--- src/rtl/bpt_gshare_pkg.sv ---
// Shared types, default sizes and the saturating counter helper for branch predictors.
package bpt_gshare_pkg;

   typedef logic [31:0] word_t;

   typedef enum logic {BPT_IDLE, BPT_CLEAR} bpt_state_t;

   localparam int BPT_ENTRIES  = 64;
   localparam int BPT_CTR_BITS = 2;
   localparam int BPT_HIST_LEN = 6;

   // Widest counter the shared helper handles; callers zero-extend and truncate.
   localparam int CTR_W_MAX = 16;

   // Saturating up/down step of a counter whose ceiling is max.
   function automatic logic [CTR_W_MAX-1:0] sat_update(
      input logic [CTR_W_MAX-1:0] ctr,
      input logic                 up,
      input logic [CTR_W_MAX-1:0] max
   );
      if (up) return (ctr >= max) ? ctr : ctr + 1'b1;
      else    return (ctr == '0)  ? ctr : ctr - 1'b1;
   endfunction

endpackage

--- src/rtl/bpt_gshare_if.sv ---
// Fetch/resolution/flush bundle between the pipeline (master) and the predictor (slave).
interface bpt_gshare_if #(
   parameter int IDX_W = 6
);
   import bpt_gshare_pkg::*;

   word_t            pc_fetch;
   logic             pred_fetch;
   logic [IDX_W-1:0] idx_fetch;
   logic             enable_res;
   logic [IDX_W-1:0] idx_res;
   logic             taken_res;
   logic             flush;
   logic             busy;

   modport slave (
      input  pc_fetch, enable_res, idx_res, taken_res, flush,
      output pred_fetch, idx_fetch, busy
   );

   modport master (
      output pc_fetch, enable_res, idx_res, taken_res, flush,
      input  pred_fetch, idx_fetch, busy
   );

endinterface

--- src/rtl/bpt_gshare_clear_fsm.sv ---
// Flush sequencer: sweeps a pointer over every table entry, one per cycle.
module bpt_gshare_clear_fsm
   import bpt_gshare_pkg::*;
#(
   parameter  int ENTRIES = BPT_ENTRIES,
   localparam int IDX_W   = $clog2(ENTRIES)
) (
   input  logic             CLK,
   input  logic             RST,
   input  logic             flush,
   output bpt_state_t       state,
   output logic             busy,
   output logic             clr_en,
   output logic [IDX_W-1:0] clr_idx
);

   localparam logic [IDX_W-1:0] LAST = IDX_W'(ENTRIES - 1);

   logic [IDX_W-1:0] ptr;

   assign clr_en  = busy;
   assign clr_idx = ptr;

   // State, pointer and registered busy; flush in any state (re)starts the sweep.
   always_ff @(posedge CLK or posedge RST) begin
      if (RST) begin
         state <= BPT_IDLE;
         ptr   <= '0;
         busy  <= 1'b0;
      end else if (flush) begin
         state <= BPT_CLEAR;
         ptr   <= '0;
         busy  <= 1'b1;
      end else if (state == BPT_CLEAR) begin
         if (ptr == LAST) begin
            state <= BPT_IDLE;
            ptr   <= '0;
            busy  <= 1'b0;
         end else begin
            ptr <= ptr + 1'b1;
         end
      end
   end

endmodule

--- src/rtl/bpt_gshare.sv ---
// Bimodal/gshare branch prediction table with saturating counters and a flush sweep.
module bpt_gshare
   import bpt_gshare_pkg::*;
#(
   parameter  int ENTRIES  = BPT_ENTRIES,
   parameter  int CTR_BITS = BPT_CTR_BITS,
   parameter  int HIST_LEN = BPT_HIST_LEN,
   parameter  int GSHARE   = 1,
   localparam int IDX_W    = $clog2(ENTRIES)
) (
   input logic                 CLK,
   input logic                 RST,
   bpt_gshare_if.slave         bus
);

   localparam logic [CTR_BITS-1:0]  WNT     = CTR_BITS'((1 << (CTR_BITS - 1)) - 1);
   localparam logic [CTR_W_MAX-1:0] CTR_MAX = CTR_W_MAX'((1 << CTR_BITS) - 1);

   logic [CTR_BITS-1:0] ctr [ENTRIES];
   logic [HIST_LEN-1:0] ghr;
   logic [HIST_LEN-1:0] ghr_next;
   logic [IDX_W-1:0]    base;
   logic [IDX_W-1:0]    idx;
   bpt_state_t          state;
   logic                busy;
   logic                clr_en;
   logic [IDX_W-1:0]    clr_idx;
   logic                upd;
   logic                unused_pc;

   bpt_gshare_clear_fsm #(
      .ENTRIES (ENTRIES)
   ) u_clear_fsm (
      .CLK     (CLK),
      .RST     (RST),
      .flush   (bus.flush),
      .state   (state),
      .busy    (busy),
      .clr_en  (clr_en),
      .clr_idx (clr_idx)
   );

   assign unused_pc = ^{bus.pc_fetch[31:IDX_W+2], bus.pc_fetch[1:0]};
   assign base      = bus.pc_fetch[IDX_W+1:2];

   if (GSHARE != 0) begin : g_gshare
      assign idx = base ^ IDX_W'(ghr);
   end else begin : g_bimodal
      assign idx = base;
   end

   if (HIST_LEN == 1) begin : g_hist1
      assign ghr_next = bus.taken_res;
   end else begin : g_histn
      assign ghr_next = {ghr[HIST_LEN-2:0], bus.taken_res};
   end

   assign bus.idx_fetch  = idx;
   assign bus.pred_fetch = (state == BPT_IDLE) ? ctr[idx][CTR_BITS-1] : 1'b0;
   assign bus.busy       = busy;

   // Training only in IDLE; a flush in the same cycle drops the update.
   assign upd = bus.enable_res && (state == BPT_IDLE) && !bus.flush;

   // Counter table: reset/sweep to weakly-not-taken, otherwise saturating training.
   always_ff @(posedge CLK or posedge RST) begin
      if (RST) begin
         for (int unsigned i = 0; i < ENTRIES; i++) ctr[i] <= WNT;
      end else if (clr_en) begin
         ctr[clr_idx] <= WNT;
      end else if (upd) begin
         ctr[bus.idx_res] <= CTR_BITS'(sat_update(CTR_W_MAX'(ctr[bus.idx_res]),
                                                  bus.taken_res, CTR_MAX));
      end
   end

   // Non-speculative global history, shifted at resolution and zeroed by flush.
   always_ff @(posedge CLK or posedge RST) begin
      if (RST)            ghr <= '0;
      else if (bus.flush) ghr <= '0;
      else if (upd)       ghr <= ghr_next;
   end

endmodule

--- src/flat_wrapper.sv ---
// flat-port wrapper written by rule: the top's interface ports become plain ports
module bpt_gshare_flat import bpt_gshare_pkg::*;
#(
   parameter  int ENTRIES  = BPT_ENTRIES,
   parameter  int CTR_BITS = BPT_CTR_BITS,
   parameter  int HIST_LEN = BPT_HIST_LEN,
   parameter  int GSHARE   = 1,
   localparam int IDX_W    = $clog2(ENTRIES)
)
  (CLK, RST, bus_pc_fetch, bus_enable_res, bus_idx_res, bus_taken_res, bus_flush, bus_pred_fetch, bus_idx_fetch, bus_busy);
  bpt_gshare_if #(.IDX_W((6))) bus_i ();
  input logic CLK;
  input logic RST;
  input wire logic [$bits(bus_i.pc_fetch)-1:0] bus_pc_fetch;
  input wire logic [$bits(bus_i.enable_res)-1:0] bus_enable_res;
  input wire logic [$bits(bus_i.idx_res)-1:0] bus_idx_res;
  input wire logic [$bits(bus_i.taken_res)-1:0] bus_taken_res;
  input wire logic [$bits(bus_i.flush)-1:0] bus_flush;
  output wire logic [$bits(bus_i.pred_fetch)-1:0] bus_pred_fetch;
  output wire logic [$bits(bus_i.idx_fetch)-1:0] bus_idx_fetch;
  output wire logic [$bits(bus_i.busy)-1:0] bus_busy;
  assign bus_i.pc_fetch = bus_pc_fetch;
  assign bus_i.enable_res = bus_enable_res;
  assign bus_i.idx_res = bus_idx_res;
  assign bus_i.taken_res = bus_taken_res;
  assign bus_i.flush = bus_flush;
  assign bus_pred_fetch = bus_i.pred_fetch;
  assign bus_idx_fetch = bus_i.idx_fetch;
  assign bus_busy = bus_i.busy;
  bpt_gshare #(.ENTRIES(ENTRIES), .CTR_BITS(CTR_BITS), .HIST_LEN(HIST_LEN), .GSHARE(GSHARE)) u_core (.CLK(CLK), .RST(RST), .bus(bus_i));
endmodule
--- config.mk ---
export PLATFORM = sky130hd
export DESIGN_NAME = bpt_gshare_flat
export DESIGN_NICKNAME = d
export VERILOG_FILES = /design/src/rtl/bpt_gshare_pkg.sv /design/src/rtl/bpt_gshare_if.sv /design/src/rtl/bpt_gshare_clear_fsm.sv /design/src/rtl/bpt_gshare.sv /design/src/flat_wrapper.sv
export SDC_FILE = /design/constraint.sdc
export NUM_CORES = 1
export LEC_CHECK = 0
export BUFFER_PORTS_ARGS = -buffer_cell sky130_fd_sc_hd__buf_2
export CORE_MARGIN = 5
export CORE_UTILIZATION = 35
export CTS_BUF_LIST = sky130_fd_sc_hd__clkbuf_8
export CTS_CLUSTER_DIAMETER = 50
export DETAILED_ROUTE_END_ITERATION = 8
export GPL_TIMING_DRIVEN = 0
export SLEW_MARGIN = 20
export SYNTH_ARGS = -nofsm -noshare
export SYNTH_HDL_FRONTEND = slang
export SYNTH_SLANG_ARGS = --single-unit
--- constraint.sdc ---
create_clock -name CLK -period 12.05 [get_ports CLK]
set_clock_uncertainty 0.05 [all_clocks]
set_input_delay 2.41 -clock CLK [delete_from_list [all_inputs] [get_ports CLK]]
set_output_delay 2.41 -clock CLK [all_outputs]
set_load 0.05 [all_outputs]
==> summary.md <==
| Metric | Value |
|---|---|
| Largest net degree at the start of global routing | `85` |
| Leakage power total | `0.00369 uW` |
| Share of final-layout standard cells stronger than drive strength 1 | `0.200` |
| Pin slew with the least headroom to its limit | `1.13 ns` |
| DIE AREA | `29,100 um^2` |
| Worst-Skew Late Latency | `0.49 ns` |
| Register bit total from synthesis | `142` |
| Mapped Nets | `1,028` |
| Yosys warnings | `0` |
| Worst r2r dst | `u_core.ctr[5]` |
| Post-CTS resize count | `0` |
| Worst Hold Class | `flip-flop to flip-flop` |
| Final total negative setup slack | `0 ns` |
| Detail Route Antenna Nets | `0` |
| Number of design-rule violations left by the first detailed-router iteration | `1,411` |
| Number of buffer cells added on primary ports | `24` |
| Antenna cell count | `0` |
| Global-route usage over all layers | `0.286` |
| Vias per cell | `6.75` |
| I/O pin count | `51` |
| Residual overflow from global routing | `0` |
| Required time reported for the critical path endpoint | `9.59 ns` |
| Area of combinational cells with multiple inputs | `4990 um^2` |
| Worst Hold Path Cells | `2` |
| Setup Fix Bufs, Post-CTS | `0` |
| Sequential cell area fraction in the yosys report | `0.402` |
| Post-synth ARST share | `1.00` |
| Non-Filler Instances | `1,374` |
| Relative area change from synthesis to final layout | `11.5%` |
| Die extent in x | `171 um` |
| Post-synth EDFFs | `0` |
| Result of the run | `finished, final reports clean` |
| Detailed-route wire length per cell | `30.3 um` |
| DRC violation count after routing | `0` |
| Total of max-cap violations | `0` |
| Number of global-route vias before repair | `8,886` |
| Total count of hold-check failures in the final report | `0` |
| Height of the die | `171 um` |
| Final net count | `1,075` |
| Most frequently used flop master after synthesis | `sky130_fd_sc_hd__dfrtp_1` |
| Minimum clock period | `8.20 ns` |
| Gpl congestion | `1.04` |
| Synthesized netlist cell count | `984` |
| Type of the worst setup path | `primary input to primary output` |
| Relative slew margins | `0.243` |
| Reg2Reg Launch Point | `u_core.u_clear_fsm.state` |
| Worst-case setup margin in the final layout | `3.85 ns` |
| Pre-CTS setup slack | `3.92 ns` |
| Crit share post-route | `0.681` |
| Number of antenna violations at the first check in global routing | `0` |
| Unrepaired setup endpoints after global routing | `false` |
| Fill cells | `2,561` |
| Maximum vdd drop | `62.5 uV` |
| Distinct cell type count of the synthesized netlist | `61` |
| Setup violators final | `0` |
| Synthesized area | `9030 um^2` |
| HPWL Detailed | `29,900 um` |
| Mean instance size in the synthesized netlist | `9.17 um^2` |
| Clock-pin slew reported for the worst setup and hold paths after clock tree synthesis | `0.09 ns` |
| Placeable core region | `25,300 um^2` |
| Sequential cell area | `3630 um^2` |
| TritonCTS sink count | `142` |
| Buffers from clock root to sink, at most | `2` |
| Iteration count of the initial detailed-routing pass | `9` |
| TritonCTS clock tree | `yes` |
| Areal power density over the cells | `107 nW/um^2` |
| Via count | `9,277` |
| Post-cts hold buffer count | `0` |
| Final Max Tran Viols | `0` |
| Worst Min Path Start | `u_core.ctr[5]` |
| Worst slack on hold paths | `0.493 ns` |
| TritonCTS Buffers | `17` |
| Htree depth | `4` |
| Worst reg-to-reg setup slack | `7.87 ns` |
| Aggregate routed wire length | `41,600 um` |
| Highest clock rate | `122 MHz` |
| Arr. time, crit path | `5.74 ns` |
| Post-Place Cells | `1,342` |
| Rows | `58` |
| Startpoint type of the worst setup path | `primary input` |
| Global-route wire length before repair | `61,200 um` |
| Logic depth of the worst register-to-register path | `9` |
| Top fanout value on the critical path | `10` |
| Startpoint of the most critical setup path | `bus_pc_fetch[3]` |
| Starting density of the core | `0.356` |
| Critical Path End Type | `primary output` |
| Worst hold path endpoint | `u_core.ctr[5]` |
| CTS root buf | `sky130_fd_sc_hd__clkbuf_8` |
[worst max-delay path, stage by stage]
cell	delay, ns
sky130_fd_sc_hd__buf_2	0.11
sky130_fd_sc_hd__xor2_2	0.69
sky130_fd_sc_hd__clkbuf_1	0.69
sky130_fd_sc_hd__mux4_2	0.47
sky130_fd_sc_hd__mux4_2	0.53
sky130_fd_sc_hd__mux4_2	0.47
sky130_fd_sc_hd__nor2b_1	0.14
sky130_fd_sc_hd__buf_2	0.22
[metrics by stage]
stage / instance area, um^2 / total power, uW / util
finish: 10100 / 1080 / 0.397
global route: 10100 / 1110 / 0.397
CTS: 10000 / 1070 / 0.396
detailed placement: 9650 / 674 / 0.381
global placement: 9560 / 672 / 0.377
floorplan: 9030 / 607 / -
[cells in the mapped netlist, drive strengths merged (10+ instances only)]
cell / count / area (um^2)
a22oi: 19 / 143
nor3: 10 / 55.1
nand4: 10 / 62.6
nand2: 117 / 439
clkbuf: 61 / 229
a211oi: 17 / 128
dfstp: 64 / 1680
mux4: 30 / 676
nor2: 80 / 300
a21oi: 50 / 250
o21ai: 112 / 561
o211ai: 14 / 105
a221oi: 39 / 342
buf: 29 / 194
mux2i: 37 / 370
nand3: 40 / 200
a31oi: 42 / 282
dfrtp: 78 / 1950
nand3b: 15 / 113
[metal layers]
metal	up-vias	track usage	wire length, um
met4	0	0.123	1820
met3	121	0.0779	5080
li1	3817	-	-
met2	708	0.421	18000
met1	4631	0.396	16700
met5	-	0	0
[kinds of logic (layout without fill, tap and decap cells)]
family | after synthesis | count (layout) | share of synthesized area
compound gates | 336 | 336 | 0.241
xor+xnor | 9 | 9 | 0.00873
fa+ha+maj | 3 | 3 | 0.00374
buf+inv | 97 | 157 | 0.0498
flops | 142 | 142 | 0.402
mux | 76 | 76 | 0.127
simple gates | 321 | 321 | 0.168
[worst max path at each step]
stage                                 to  slack (ns)  cells after the start
after global routing      bus_pred_fetch        3.87                      8
after detailed placement  bus_pred_fetch        3.92                      8
after CTS                 bus_pred_fetch        3.92                      8
after floorplan           bus_pred_fetch        4.20                      6
after global placement    bus_pred_fetch        3.32                      8
final                     bus_pred_fetch        3.85                      8
[sequential cells by signal, indices dropped and copies added, names as in the netlist]
name and cells:
u_core.ghr 6, u_core.u_clear_fsm.clr_idx 6, u_core.ctr 128, u_core.u_clear_fsm.busy 1, u_core.u_clear_fsm.state 1
[power breakdown]
part           total, uW  switching, uW  internal (uW)
Sequential           501           9.15            491
Combinational        173            123           49.1
Clock                406            230            176
[cells in the final DEF (no fill, tap or decap), types with 6 or more instances in the layout]
cell | netlist | routed
sky130_fd_sc_hd__o22ai_1 | 7 | 7
sky130_fd_sc_hd__a211oi_1 | 17 | 17
sky130_fd_sc_hd__inv_6 | 0 | 6
sky130_fd_sc_hd__mux4_2 | 30 | 30
sky130_fd_sc_hd__a221oi_1 | 39 | 39
sky130_fd_sc_hd__nor2_1 | 80 | 80
sky130_fd_sc_hd__a22oi_1 | 19 | 19
sky130_fd_sc_hd__buf_2 | 11 | 35
sky130_fd_sc_hd__a21oi_1 | 50 | 50
sky130_fd_sc_hd__o21ai_0 | 112 | 112
sky130_fd_sc_hd__dfrtp_1 | 78 | 78
sky130_fd_sc_hd__dfstp_2 | 64 | 64
sky130_fd_sc_hd__nor2b_1 | 6 | 6
sky130_fd_sc_hd__nand2_1 | 117 | 117
sky130_fd_sc_hd__buf_1 | 7 | 7
sky130_fd_sc_hd__a31oi_1 | 39 | 39
sky130_fd_sc_hd__mux2_2 | 9 | 9
sky130_fd_sc_hd__mux2i_1 | 37 | 37
sky130_fd_sc_hd__buf_6 | 8 | 9
sky130_fd_sc_hd__o211ai_1 | 14 | 14
sky130_fd_sc_hd__and3_1 | 6 | 6
sky130_fd_sc_hd__nand3_1 | 40 | 40
sky130_fd_sc_hd__nand2b_1 | 7 | 7
sky130_fd_sc_hd__clkbuf_1 | 61 | 61
sky130_fd_sc_hd__nand4_1 | 10 | 10
sky130_fd_sc_hd__nand3b_1 | 15 | 15
sky130_fd_sc_hd__nor3_1 | 9 | 6
sky130_fd_sc_hd__clkbuf_8 | 0 | 18
[cell type report]
class / instances / area share
clock buffers: 18 / 0.0246
clock inverters: 14 / 0.0144
multi-input cells: 745 / 0.496
inverters: 7 / 0.00336
plain buffers: 90 / 0.0420
flip-flops and latches: 142 / 0.361
well taps: 330 / 0.0410
repair buffers: 28 / 0.0173
(Power assumes the default switching activity.)
